<file path="config.mk">
export PLATFORM = sky130hd
export DESIGN_NAME = write_sequencer
export DESIGN_NICKNAME = d
export VERILOG_FILES = /design/src/rtl/write_sequencer.sv
export SDC_FILE = /design/constraint.sdc
export NUM_CORES = 1
export LEC_CHECK = 0
export ABC_AREA = 1
export CAP_MARGIN = 20
export CORE_MARGIN = 5
export CORE_UTILIZATION = 52
export CTS_CLUSTER_DIAMETER = 200
export DETAILED_ROUTE_END_ITERATION = 10
export HOLD_SLACK_MARGIN = 0.1
export MAX_ROUTING_LAYER = met4
export PLACE_DENSITY = 0.8
export RECOVER_POWER = 100
export SETUP_SLACK_MARGIN = 0.15
export SYNTH_ARGS = -nofsm -noshare
export SYNTH_HDL_FRONTEND = slang
export SYNTH_SLANG_ARGS = --single-unit
export TNS_END_PERCENT = 20
</file>
<file path="constraint.sdc">
create_clock -name clk -period 2.4 [get_ports clk]
set_clock_uncertainty 0.05 [all_clocks]
set_input_delay 0.24 -clock clk [delete_from_list [all_inputs] [get_ports clk]]
set_output_delay 0.24 -clock clk [all_outputs]
set_load 0.005 [all_outputs]
</file>
<file path="src/rtl/write_sequencer.sv">
// -----------------------------------------------------------------------------
// write_sequencer
//
// Iteration controller for the WRITE block. A job descriptor is captured on an
// accepted start; the sequencer then issues one configure pulse per iteration,
// counts WRITE's valid strobes to find the end of each iteration, advances the
// base address by the stride and either reconfigures or finishes.
//
// Ports
//   clk, rst                 clock; asynchronous active-low reset
//   start                    job start pulse, accepted only in IDLE
//   num_iters ... max_clip   job descriptor, sampled when start is accepted
//   write_valid              WRITE's valid_out, one strobe per completed write
//   cfg_configure            one-cycle configure pulse to WRITE
//   cfg_num_reads_per_iter,
//   cfg_base_address,
//   cfg_min_clip,
//   cfg_max_clip             latched configuration presented to WRITE
//   iter_index               index of the current iteration (from 0)
//   busy                     high in every state except IDLE
//   done                     one-cycle pulse at the end of the job
//   error                    sticky: a write_valid arrived outside RUN
//
// Handshake: start is a level sampled on the clock edge while IDLE; outside
// IDLE it is dropped, not queued. write_valid is counted only in RUN, one
// count per cycle it is high. All outputs are decoded from registers.
// -----------------------------------------------------------------------------
module write_sequencer #(
    parameter int LOG_MAX_ITERS          = 16,
    parameter int LOG_MAX_READS_PER_ITER = 16,
    parameter int LOG_MAX_ADDRESS        = 16,
    parameter int OUTPUT_DATA_WIDTH      = 4
) (
    input  logic                              clk,
    input  logic                              rst,
    input  logic                              start,
    input  logic [LOG_MAX_ITERS-1:0]          num_iters,
    input  logic [LOG_MAX_READS_PER_ITER-1:0] num_writes_per_iter,
    input  logic [LOG_MAX_ADDRESS-1:0]        base_address,
    input  logic [LOG_MAX_ADDRESS-1:0]        address_stride,
    input  logic [OUTPUT_DATA_WIDTH-1:0]      min_clip,
    input  logic [OUTPUT_DATA_WIDTH-1:0]      max_clip,
    input  logic                              write_valid,
    output logic                              cfg_configure,
    output logic [LOG_MAX_READS_PER_ITER-1:0] cfg_num_reads_per_iter,
    output logic [LOG_MAX_ADDRESS-1:0]        cfg_base_address,
    output logic [OUTPUT_DATA_WIDTH-1:0]      cfg_min_clip,
    output logic [OUTPUT_DATA_WIDTH-1:0]      cfg_max_clip,
    output logic [LOG_MAX_ITERS-1:0]          iter_index,
    output logic                              busy,
    output logic                              done,
    output logic                              error
);

    typedef enum logic [2:0] {
        S_IDLE   = 3'd0,
        S_CONFIG = 3'd1,
        S_RUN    = 3'd2,
        S_NEXT   = 3'd3,
        S_DONE   = 3'd4
    } state_t;

    localparam logic [LOG_MAX_ITERS-1:0] ITERS_ONE =
        {{(LOG_MAX_ITERS-1){1'b0}}, 1'b1};
    localparam logic [LOG_MAX_READS_PER_ITER-1:0] WRITES_ONE =
        {{(LOG_MAX_READS_PER_ITER-1){1'b0}}, 1'b1};

    // Current state; kept as a named register so checkers can bind to it.
    state_t state, state_next;

    logic [LOG_MAX_READS_PER_ITER-1:0] num_writes_q, num_writes_next;
    logic [LOG_MAX_ADDRESS-1:0]        stride_q,     stride_next;
    logic [OUTPUT_DATA_WIDTH-1:0]      min_clip_q,   min_clip_next;
    logic [OUTPUT_DATA_WIDTH-1:0]      max_clip_q,   max_clip_next;
    logic [LOG_MAX_ITERS-1:0]          iters_left,   iters_left_next;
    logic [LOG_MAX_READS_PER_ITER-1:0] writes_left,  writes_left_next;
    logic [LOG_MAX_ADDRESS-1:0]        cur_address,  cur_address_next;
    logic [LOG_MAX_ITERS-1:0]          iter_idx_q,   iter_idx_next;
    logic                              error_q,      error_next;

    always_ff @(posedge clk or negedge rst) begin
        if (!rst) begin
            state        <= S_IDLE;
            num_writes_q <= '0;
            stride_q     <= '0;
            min_clip_q   <= '0;
            max_clip_q   <= '0;
            iters_left   <= '0;
            writes_left  <= '0;
            cur_address  <= '0;
            iter_idx_q   <= '0;
            error_q      <= 1'b0;
        end else begin
            state        <= state_next;
            num_writes_q <= num_writes_next;
            stride_q     <= stride_next;
            min_clip_q   <= min_clip_next;
            max_clip_q   <= max_clip_next;
            iters_left   <= iters_left_next;
            writes_left  <= writes_left_next;
            cur_address  <= cur_address_next;
            iter_idx_q   <= iter_idx_next;
            error_q      <= error_next;
        end
    end

    always_comb begin
        state_next       = state;
        num_writes_next  = num_writes_q;
        stride_next      = stride_q;
        min_clip_next    = min_clip_q;
        max_clip_next    = max_clip_q;
        iters_left_next  = iters_left;
        writes_left_next = writes_left;
        cur_address_next = cur_address;
        iter_idx_next    = iter_idx_q;
        error_next       = error_q;

        case (state)
            S_IDLE: begin
                if (start) begin
                    error_next = 1'b0;
                    if (num_iters != '0 && num_writes_per_iter != '0) begin
                        num_writes_next  = num_writes_per_iter;
                        stride_next      = address_stride;
                        min_clip_next    = min_clip;
                        max_clip_next    = max_clip;
                        iters_left_next  = num_iters;
                        cur_address_next = base_address;
                        iter_idx_next    = '0;
                        state_next       = S_CONFIG;
                    end else begin
                        // Empty job: nothing to configure, report completion.
                        state_next = S_DONE;
                    end
                end
            end
            S_CONFIG: begin
                writes_left_next = num_writes_q;
                state_next       = S_RUN;
            end
            S_RUN: begin
                if (write_valid) begin
                    writes_left_next = writes_left - WRITES_ONE;
                    if (writes_left == WRITES_ONE) begin
                        state_next = S_NEXT;
                    end
                end
            end
            S_NEXT: begin
                if (iters_left == ITERS_ONE) begin
                    state_next = S_DONE;
                end else begin
                    iters_left_next  = iters_left - ITERS_ONE;
                    // Address wraps modulo 2^LOG_MAX_ADDRESS by truncation.
                    cur_address_next = cur_address + stride_q;
                    iter_idx_next    = iter_idx_q + ITERS_ONE;
                    state_next       = S_CONFIG;
                end
            end
            S_DONE: begin
                state_next = S_IDLE;
            end
            default: begin
                state_next = S_IDLE;
            end
        endcase

        // A stray strobe wins over the clear of an accepted start in the same
        // cycle, so the fault is never lost.
        if (write_valid && state != S_RUN) begin
            error_next = 1'b1;
        end
    end

    assign cfg_configure          = (state == S_CONFIG);
    assign busy                   = (state != S_IDLE);
    assign done                   = (state == S_DONE);
    assign error                  = error_q;
    assign cfg_num_reads_per_iter = num_writes_q;
    assign cfg_base_address       = cur_address;
    assign cfg_min_clip           = min_clip_q;
    assign cfg_max_clip           = max_clip_q;
    assign iter_index             = iter_idx_q;

endmodule

</file>
==> run summary, run 1 <==
# setup viols final: 0
CP max FO: 14
Tot GR Track Use: 25.1%
RSZ-0062 raised after global routing: true
fraction of layout cells with a size suffix above 1: 3.16%
Max-Cap Viols: 0
HP Class: input pin to flip-flop
Primary FF master, synth: dfrtp_1
worst rel slew slack: 6.08%
Worst setup SP type: flip-flop
global-route wire length before repair: 29,400 um
Slew @ Worst Pin: 1.41 ns
sw frac: 45.4%
setup TNS: 0 ns
Yosys cell types: 31
Die W: 123 um
I/O Buffers: 135
Synth top area share: 40.8%
routed wire length: 17,800 um
netlist area before placement: 6630 um2
element type at the critical path end: flip-flop
Root Buffer: clkbuf_16
number of nets with antenna violations after routing: 0
1st-pass router iterations: 5
Cells after Synth: 972
most common cell in the netlist: nand2_1
post-synthesis sequential area ratio: 40.8%
# Post-CTS Setup Buffers: 0
largest net degree at the start of global routing: 58
nets: 1,198
clock latency at the later pin of the worst-skew pair: 0.35 ns
total power: 10.6 mW
RePlAce Congestion: 0.900
Reg power frac: 30.7%
top cells by count, synth: 371 x nand2_1, 115 x nor2_1, 108 x dfrtp_1
Final period util: 87.7%
cell-internal power: 5.78 mW
combinational power share: 54.9%
Slowest cell on crit path: dfrtp_1
Final Max Slew Viols: 0
Final Hold Fails: 0
Top delay family on crit path: simple AND/OR/NAND/NOR gates
clock share of power: 14.4%
CTS Buf Count: 9
P_leak: 4.20 nW
count of warnings emitted by yosys: 0
# fillers: 1,121
core box area: 12,600 um2
CTS tree: built
Max Clk Rate: 0.475 GHz
average cell area after synthesis: 6.82 um2
register bit count reported by yosys: 108
io pins: 136
Detailed Place HPWL: 13,200 um
n_diodes: 0
critical path's most frequent cell: nand2_1
row count: 41
Clock Pin Slew Worst Setup and Hold Paths: 0.07 ns
Yosys top cell by area: dfrtp_1
grt total ovfl: 0
maximum buffer depth of the clock tree: 2
Area contributors post-synth: dfrtp_1 41%, nand2_1 21%, nor2_1 6.5%, inv_1 5.4%, nand3_1 5.1%
via count: 6,590
drt drc: 0
overall die height: 123 um
syn_nets: 1,069
CP required: 2.58 ns
initial drt markers: 519
EDFF count, synth: 0
Die ar.: 15,100 um2
area delta synth->final: 27.5%
CP Class: flip-flop to flip-flop
Peak VDD IR: 0.519 mV
initial antenna violation count: 0
Post-synth ARST share: 100%
NetSw: 4.80 mW
slowest stage delay, CP: 0.42 ns
crit-path cells: nor2_1 -> nand2_1 -> nor2_1 -> nand2_1 -> nand2_1 -> nand2_1 -> inv_2 -> buf_4 -> o21ai_0
clock sink count: 108
via/cell ratio: 5.16
vias in the first global route: 6,191
status: finished clean
Critical Path AT: 2.29 ns
Crit. Startpoint: iters_left[10]
hold path start: max_clip[0]
Cell Pwr Density: 1250 nW/um2
Starting Density: 52.7%
r2r startpoint: iters_left[10]
drt wl/cell: 13.9 um
Max H-tree Level: 3
Min Clock Period, post-route: 2.11 ns
Worst Path Buf+Inv: 2
[layout make-up]
| cell class | instances | area (um2) | share of cell area, % |
|---|---|---|---|
| inverter | 100 | 375 | 4.44 |
| sequential | 108 | 2700 | 32.0 |
| timing repair buffer | 149 | 1470 | 17.4 |
| clock buffer | 11 | 243 | 2.87 |
| multi-input combinational | 733 | 3380 | 40.0 |
| tap | 172 | 215 | 2.55 |
| clock inverter | 5 | 58.8 | 0.696 |
[metrics by stage]
step           cells  cell area, um2  hold slack (ns)  setup WS (ns)  util (%)
6_report        1278            8450            0.363          0.294      67.2
4_1_cts         1278            8470            0.355          0.269      67.4
3_5_place_dp    1261            8150            0.294          0.168      64.9
2_1_floorplan    972            6630           -0.106          0.598         -
5_1_grt         1278            8450            0.367         0.0760      67.2
3_3_place_gp    1261            8150            0.291          0.228      64.9
[logic make-up (layout without fill, tap and decap cells)]
kind of cell | after synthesis | after routing | synth area share (%)
adder cells (fa/ha/maj) | 21 | 21 | 4.08
buffers and inverters | 131 | 265 | 8.14
flip-flops | 108 | 108 | 40.8
AND/OR/NAND/NOR | 588 | 588 | 35.9
XOR/XNOR | 15 | 15 | 1.98
AO/OA/AOI/OAI | 109 | 109 | 9.12
[routing by layer]
layer	track usage (%)	routed length (um)	vias to the layer above
met5	-	0	-
met4	9.45	441	0
met3	4.65	1080	35
met2	39.1	8340	221
met1	32.9	7910	2995
li1	-	-	3339
[flip-flops by register name, indices dropped and copies added (netlist names)]
name and cells:
cfg_base_address 16, cfg_num_reads_per_iter 16, iter_index 16, iters_left 16
stride_q 16, writes_left 16, cfg_max_clip 4, cfg_min_clip 4
state 3, error 1
[worst register-to-register path: stages (launching register included)]
cell and delay [ns]:
dfrtp_1 0.42, nor2_1 0.23, nand2_1 0.08, nor2_1 0.24, nand2_1 0.12, nand2_1 0.16, nand2_1 0.13, inv_2 0.20
buf_4 0.25, o21ai_0 0.11
[cell usage in the layout (no fill, tap or decap), types with 3 or more instances in the layout]
cell             instances
nand2_1                372
nor2_1                 115
dfrtp_1                108
inv_1                   96
clkdlybuf4s50_1         74
nand3_1                 67
o21ai_0                 67
dlygate4sd3_1           61
ha_1                    20
a21oi_1                 16
o211ai_1                13
nor3_1                  12
nand4_1                 12
xor2_1                  10
clkbuf_16                9
buf_4                    7
xnor2_1                  5
inv_2                    4
o22ai_1                  4
nand3b_1                 4
or2_2                    3
a22oi_1                  3
clkbuf_1                 3
[power by group through the flow]
stage	clock network (mW)	logic, mW	registers (mW)
floorplan	0	4.01	3.15
global placement	0	5.85	3.27
detailed placement	0	5.96	3.28
CTS	1.55	6.00	3.26
global route	1.64	6.65	3.36
finish	1.53	5.81	3.25
[timing repair]
item | CTS | global route
resized for setup | 0 | 2
hold buffers | 1 | 0
hold endpoints to repair | 55 | 0
setup endpoints to repair | 0 | 41
[worst paths after layout]
path	endpoint	cells after the start	slack, ns
max	iters_left[5]	9	0.29
min	cfg_max_clip[0]	3	0.36
max reg2reg	iters_left[5]	9	0.29
min reg2reg	cfg_min_clip[2]	2	0.43
max in group asynchronous	cfg_base_address[11]	3	0.60
min in group asynchronous	iter_index[7]	2	0.69
No activity file was read; power rests on OpenSTA's default activity.
==> inputs of run 2 (changes only) <==
--- a/config.mk
+++ b/config.mk
@@ -7,13 +7,14 @@
 export LEC_CHECK = 0
 export ABC_AREA = 1
 export CAP_MARGIN = 20
+export CORE_ASPECT_RATIO = 0.7
 export CORE_MARGIN = 5
-export CORE_UTILIZATION = 52
+export CORE_UTILIZATION = 45
 export CTS_CLUSTER_DIAMETER = 200
 export DETAILED_ROUTE_END_ITERATION = 10
 export HOLD_SLACK_MARGIN = 0.1
 export MAX_ROUTING_LAYER = met4
-export PLACE_DENSITY = 0.8
+export PLACE_DENSITY = 0.71
 export RECOVER_POWER = 100
 export SETUP_SLACK_MARGIN = 0.15
 export SYNTH_ARGS = -nofsm -noshare
==> run 2 against run 1 <==
Sequential power about the same. Flip-flop and latch count unchanged. Fmax up 1.6%. Core utilization fell by 9.2 points. Cell area barely moved. Global-route usage fell by 2.8 points. Combinational power about the same. Clock power fell by 5%. Non-clock buffer count did not move.
==> run summary, run 2 (same netlist as run 1, synthesis figures left out) <==
worst reg2reg setup slack: 0.43 ns
setup TNS: 0 ns
routed wire length: 18,200 um
# fillers: 1,422
HP Class: input pin to flip-flop
placed inst area: 8200 um2
Peak VDD IR: 0.482 mV
Detailed Place HPWL: 13,500 um
io pins: 136
Final Max Slew Viols: 0
commonest non-fill, non-tap cell in the layout: nand2_1
initial drt markers: 503
Worst setup endpoint: busy
CP Class: flip-flop to primary output
Die W: 155 um
r2r startpoint: iters_left[1]
largest net degree at the start of global routing: 53
Final Cell Area: 8460 um2
maximum buffer depth of the clock tree: 2
core box area: 14,600 um2
area delta synth->final: 27.6%
NetSw: 4.85 mW
clock share of power: 13.8%
setup ws final: 0.328 ns
Reg power frac: 31.0%
row count: 37
Final Hold Fails: 0
Die ar.: 17,300 um2
most frequent cells in the layout: 372 x nand2_1, 115 x nor2_1, 108 x dfrtp_1
Min Clock Period, post-route: 2.07 ns
CP max FO: 5
Layout Cells excl Fill: 1,301
overall die height: 112 um
RSZ-0062 raised after global routing: false
sw frac: 46.1%
clock latency at the later pin of the worst-skew pair: 0.35 ns
Critical Path AT: 1.78 ns
status: finished clean
Max H-tree Level: 3
Slew @ Worst Pin: 1.25 ns
P_leak: 4.19 nW
Worst R2R Path Depth: 10
Max Clk Rate: 0.483 GHz
worst rel slew slack: 16.7%
Worst setup SP type: flip-flop
vias in the first global route: 6,222
final core utilization: 58.0%
n_diodes: 0
via/cell ratio: 4.99
Crit. Startpoint: state[2]
global-route wire length before repair: 30,800 um
via count: 6,490
RePlAce Congestion: 0.929
nets: 1,198
worst r2r dst: iters_left[5]
combinational power share: 55.2%
dpl ws: 0.168 ns
drt drc: 0
CP required: 2.11 ns
register area: 2700 um2
CTS Buf Count: 9
Tot GR Track Use: 22.3%
Final period util: 86.3%
initial antenna violation count: 0
total power: 10.5 mW
multi-input combinational cell area: 3380 um2
cell-internal power: 5.67 mW
clock sink count: 108
# setup viols final: 0
Cell Pwr Density: 1240 nW/um2
number of nets with antenna violations after routing: 0
Starting Density: 45.4%
fraction of layout cells with a size suffix above 1: 3.25%
Cell Count Post-Placement: 1,284
element type at the critical path end: primary output
I/O Buffers: 135
Root Buffer: clkbuf_16
1st-pass router iterations: 5
CTS tree: built
Max-Cap Viols: 0
Clock Pin Slew Worst Setup and Hold Paths: 0.08 ns
grt total ovfl: 0
Hold Slack: 0.361 ns
drt wl/cell: 14.0 um
[run 2: routing by layer]
layer / up-vias / track usage, % / share of wire (%) / wire, um
met2: 189 / 32.4 / 43 / 7790
met4: 0 / 4.59 / 0.89 / 162
li1: 3339 / - / - / -
met5: - / - / 0 / 0
met1: 2948 / 32.6 / 50 / 9100
met3: 14 / 4.27 / 6.5 / 1180
[run 2: final cells by class]
cell class	instances	share of cell area (%)
flip-flops and latches	108	32.0
well taps	195	2.89
repair buffers	149	17.3
clock inverters	7	0.725
multi-input cells	733	40.0
inverters	100	4.45
clock buffers	9	2.66
[run 2: worst max-delay path: stages, from the launching register on]
cell	delay [ns]
dfrtp_1	0.43
nor2_1	0.20
nand2_1	0.16
dlygate4sd3_1	0.64
[run 2: what timing repair did]
| item | in CTS | in global routing |
|---|---|---|
| hold buffers | 1 | 0 |
| setup buffers | 0 | 0 |
| gates resized for setup | 0 | 1 |
| hold endpoints to repair | 46 | 0 |
| setup endpoints to repair | 0 | 39 |
[run 2: worst min path at each step]
stage          slack, ns         from  depth (start not counted)                   to
2_1_floorplan      -0.11          rst                          0  cfg_base_address[0]
3_3_place_gp        0.28          rst                          1  cfg_base_address[4]
3_5_place_dp        0.28          rst                          1  cfg_base_address[4]
4_1_cts             0.35  min_clip[3]                          3      cfg_min_clip[3]
5_1_grt             0.37  min_clip[0]                          3      cfg_min_clip[0]
6_report            0.36  min_clip[3]                          3      cfg_min_clip[3]
[run 2: power groups by stage]
stage	Combinational [mW]	Clock [mW]	Sequential [mW]
3_3_place_gp	5.90	0	3.28
2_1_floorplan	4.01	0	3.15
4_1_cts	6.04	1.50	3.27
5_1_grt	6.71	1.55	3.37
3_5_place_dp	6.02	0	3.28
6_report	5.81	1.45	3.26
==> inputs of run 3 (changes only) <==
--- a/config.mk
+++ b/config.mk
@@ -5,16 +5,15 @@
 export SDC_FILE = /design/constraint.sdc
 export NUM_CORES = 1
 export LEC_CHECK = 0
-export ABC_AREA = 1
 export CAP_MARGIN = 20
 export CORE_ASPECT_RATIO = 0.7
 export CORE_MARGIN = 5
-export CORE_UTILIZATION = 45
+export CORE_UTILIZATION = 51
 export CTS_CLUSTER_DIAMETER = 200
 export DETAILED_ROUTE_END_ITERATION = 10
 export HOLD_SLACK_MARGIN = 0.1
 export MAX_ROUTING_LAYER = met4
-export PLACE_DENSITY = 0.71
+export PLACE_DENSITY = 0.79
 export RECOVER_POWER = 100
 export SETUP_SLACK_MARGIN = 0.15
 export SYNTH_ARGS = -nofsm -noshare
==> run 3 against run 2 <==
Die area down 16%. Critical path depth up 4. Worst hold slack worse by 0.00079 ns. Combinational power up 12%. Register-to-register slack worse by 0.41 ns. Flip-flop and latch count unchanged. Synthesized cell count down 23%. Sequential power up 2%. Worst setup slack worse by 0.30 ns. Total power up 8.6%. Largest power group unchanged.
==> run summary, run 3 <==
CP required: 2.58 ns
syn_nets: 842
global-route wire length before repair: 30,900 um
RePlAce Congestion: 0.953
CP max FO: 23
Min Clock Period, post-route: 2.38 ns
row count: 33
netlist area before placement: 6180 um2
overall die height: 102 um
Detailed Place HPWL: 14,000 um
most common cell in the netlist: nand2_1
Die ar.: 14,400 um2
number of nets with antenna violations after routing: 0
hold path start: max_clip[2]
CP Class: flip-flop to flip-flop
1st-pass router iterations: 7
clock latency at the later pin of the worst-skew pair: 0.35 ns
post-synthesis sequential area ratio: 43.8%
total power: 11.4 mW
RSZ-0062 raised after global routing: true
Max-Cap Viols: 0
Max Clk Rate: 0.421 GHz
# setup viols final: 0
Primary FF master, synth: dfrtp_1
I/O Buffers: 135
largest net degree at the start of global routing: 44
clock sink count: 108
Critical Path AT: 2.56 ns
# fillers: 916
multi-input combinational cell area: 3330 um2
setup ws final: 0.0242 ns
most frequent cells in the layout: 180 x nand2_1, 107 x dfrtp_1, 76 x clkdlybuf4s50_1
drt drc: 0
dpl ws: -0.270 ns
commonest non-fill, non-tap cell in the layout: nand2_1
Area contributors post-synth: dfrtp_1 44%, nand2_1 11%, a21oi_1 5.3%, ha_1 4.1%, nor2_1 4.0%
register bit count reported by yosys: 108
io pins: 136
count of warnings emitted by yosys: 0
Hold Path Sink: cfg_max_clip[2]
worst rel slew slack: 20.5%
Cell Pwr Density: 1350 nW/um2
via count: 6,378
Slew @ Worst Pin: 1.19 ns
final core utilization: 71.9%
fraction of layout cells with a size suffix above 1: 11.4%
element type at the critical path end: flip-flop
Final Max Slew Viols: 0
Worst setup SP type: flip-flop
Post-synth ARST share: 100%
r2r startpoint: iters_left[7]
initial drt markers: 470
Synth top area share: 43.8%
Die W: 142 um
via/cell ratio: 5.95
Final Hold Fails: 0
routed wire length: 19,300 um
Final period util: 99.0%
status: finished clean
CTS tree: built
top cells by count, synth: 180 x nand2_1, 108 x dfrtp_1, 65 x a21oi_1, 65 x nor2_1, 44 x o21ai_0
Tot GR Track Use: 27.4%
CTS Buf Count: 9
Cells after Synth: 745
worst r2r dst: iters_left[2]
Yosys top cell by area: dfrtp_1
drt wl/cell: 18.0 um
Max H-tree Level: 3
EDFF count, synth: 0
Worst R2R Path Depth: 7
grt total ovfl: 0
hold depth: 3
P_leak: 3.67 nW
register area: 2700 um2
area delta synth->final: 37.0%
HP Class: input pin to flip-flop
Yosys cell types: 61
maximum buffer depth of the clock tree: 2
Peak VDD IR: 0.678 mV
worst reg2reg setup slack: 0.02 ns
initial antenna violation count: 0
n_diodes: 0
Root Buffer: clkbuf_16
Clock Pin Slew Worst Setup and Hold Paths: 0.08 ns
vias in the first global route: 6,274
nets: 1,007
Starting Density: 52.5%
average cell area after synthesis: 8.29 um2
core box area: 11,800 um2
Hold Slack: 0.360 ns
-- run 3: final cells by class --
type / count / share of cell area [%]
well taps: 157 / 2.32
repair buffers: 195 / 21.8
multi-input cells: 579 / 39.4
clock inverters: 7 / 1.08
inverters: 17 / 0.754
clock buffers: 9 / 2.66
flip-flops and latches: 108 / 32.0
-- run 3: kinds of logic after synthesis --
family,Yosys count,synth area share [%]
and+or+nand+nor,345,25.1
AOI/OAI and AO/OA,190,19.2
DFF,108,43.8
buffers and inverters,59,4.38
adders and majority gates,21,4.38
xor gates and xnor gates,20,2.84
muxes,2,0.324
-- run 3: what timing repair did --
action | in CTS | in global routing
pin swaps | 2 | 15
resized for setup | 8 | 20
cloned | 1 | 0
hold endpoints to repair | 77 | 0
hold buffers | 1 | 0
setup buffers | 3 | 2
endpoints found under the setup margin | 41 | 73
-- run 3: worst max-delay path by stage --
stage | startpoint | endpoint | slack, ns | depth (start not counted)
after floorplan | iters_left[12] | iters_left[15] | 0.16 | 7
after global placement | num_writes_per_iter[10] | iters_left[14] | -0.22 | 8
after CTS | cfg_base_address[0] | cfg_base_address[12] | 0.05 | 9
final | iters_left[7] | iters_left[2] | 0.02 | 7
after global routing | iters_left[7] | iters_left[13] | -0.04 | 7
after detailed placement | num_writes_per_iter[10] | iters_left[13] | -0.27 | 9
-- run 3: routing by layer --
metal  track usage, %  wire length [um]
met1             37.0              8440
met2             42.9              9070
met3             5.43              1490
met4             7.30               298
met5                -                 0
-- run 3: power by group --
| part | total (mW) | switching (mW) | internal, mW |
|---|---|---|---|
| Sequential | 3.34 | 0.735 | 2.60 |
| Combinational | 6.51 | 3.54 | 2.96 |
| Clock | 1.58 | 0.740 | 0.838 |
| Total | 11.4 | 5.02 | 6.40 |
-- run 3: critical path, cell delays in order (launching register included) --
cell and delay, ns:
dfrtp_1 0.40, or4_4 0.58, or3_4 0.37, o31ai_4 0.26, buf_6 0.21, nand2_8 0.14
a21oi_1 0.18, a21oi_1 0.06
-- run 3: through the flow --
| step | cell area (um2) | TNS, ns | cells |
|---|---|---|---|
| 6_report | 8460 | 0 | 1072 |
| 4_1_cts | 8410 | 0 | 1070 |
| 5_1_grt | 8460 | -0.244 | 1072 |
| 2_1_floorplan | 6180 | 0 | 745 |
| 3_5_place_dp | 8020 | -8.32 | 1049 |
| 3_3_place_gp | 8020 | -7.19 | 1049 |
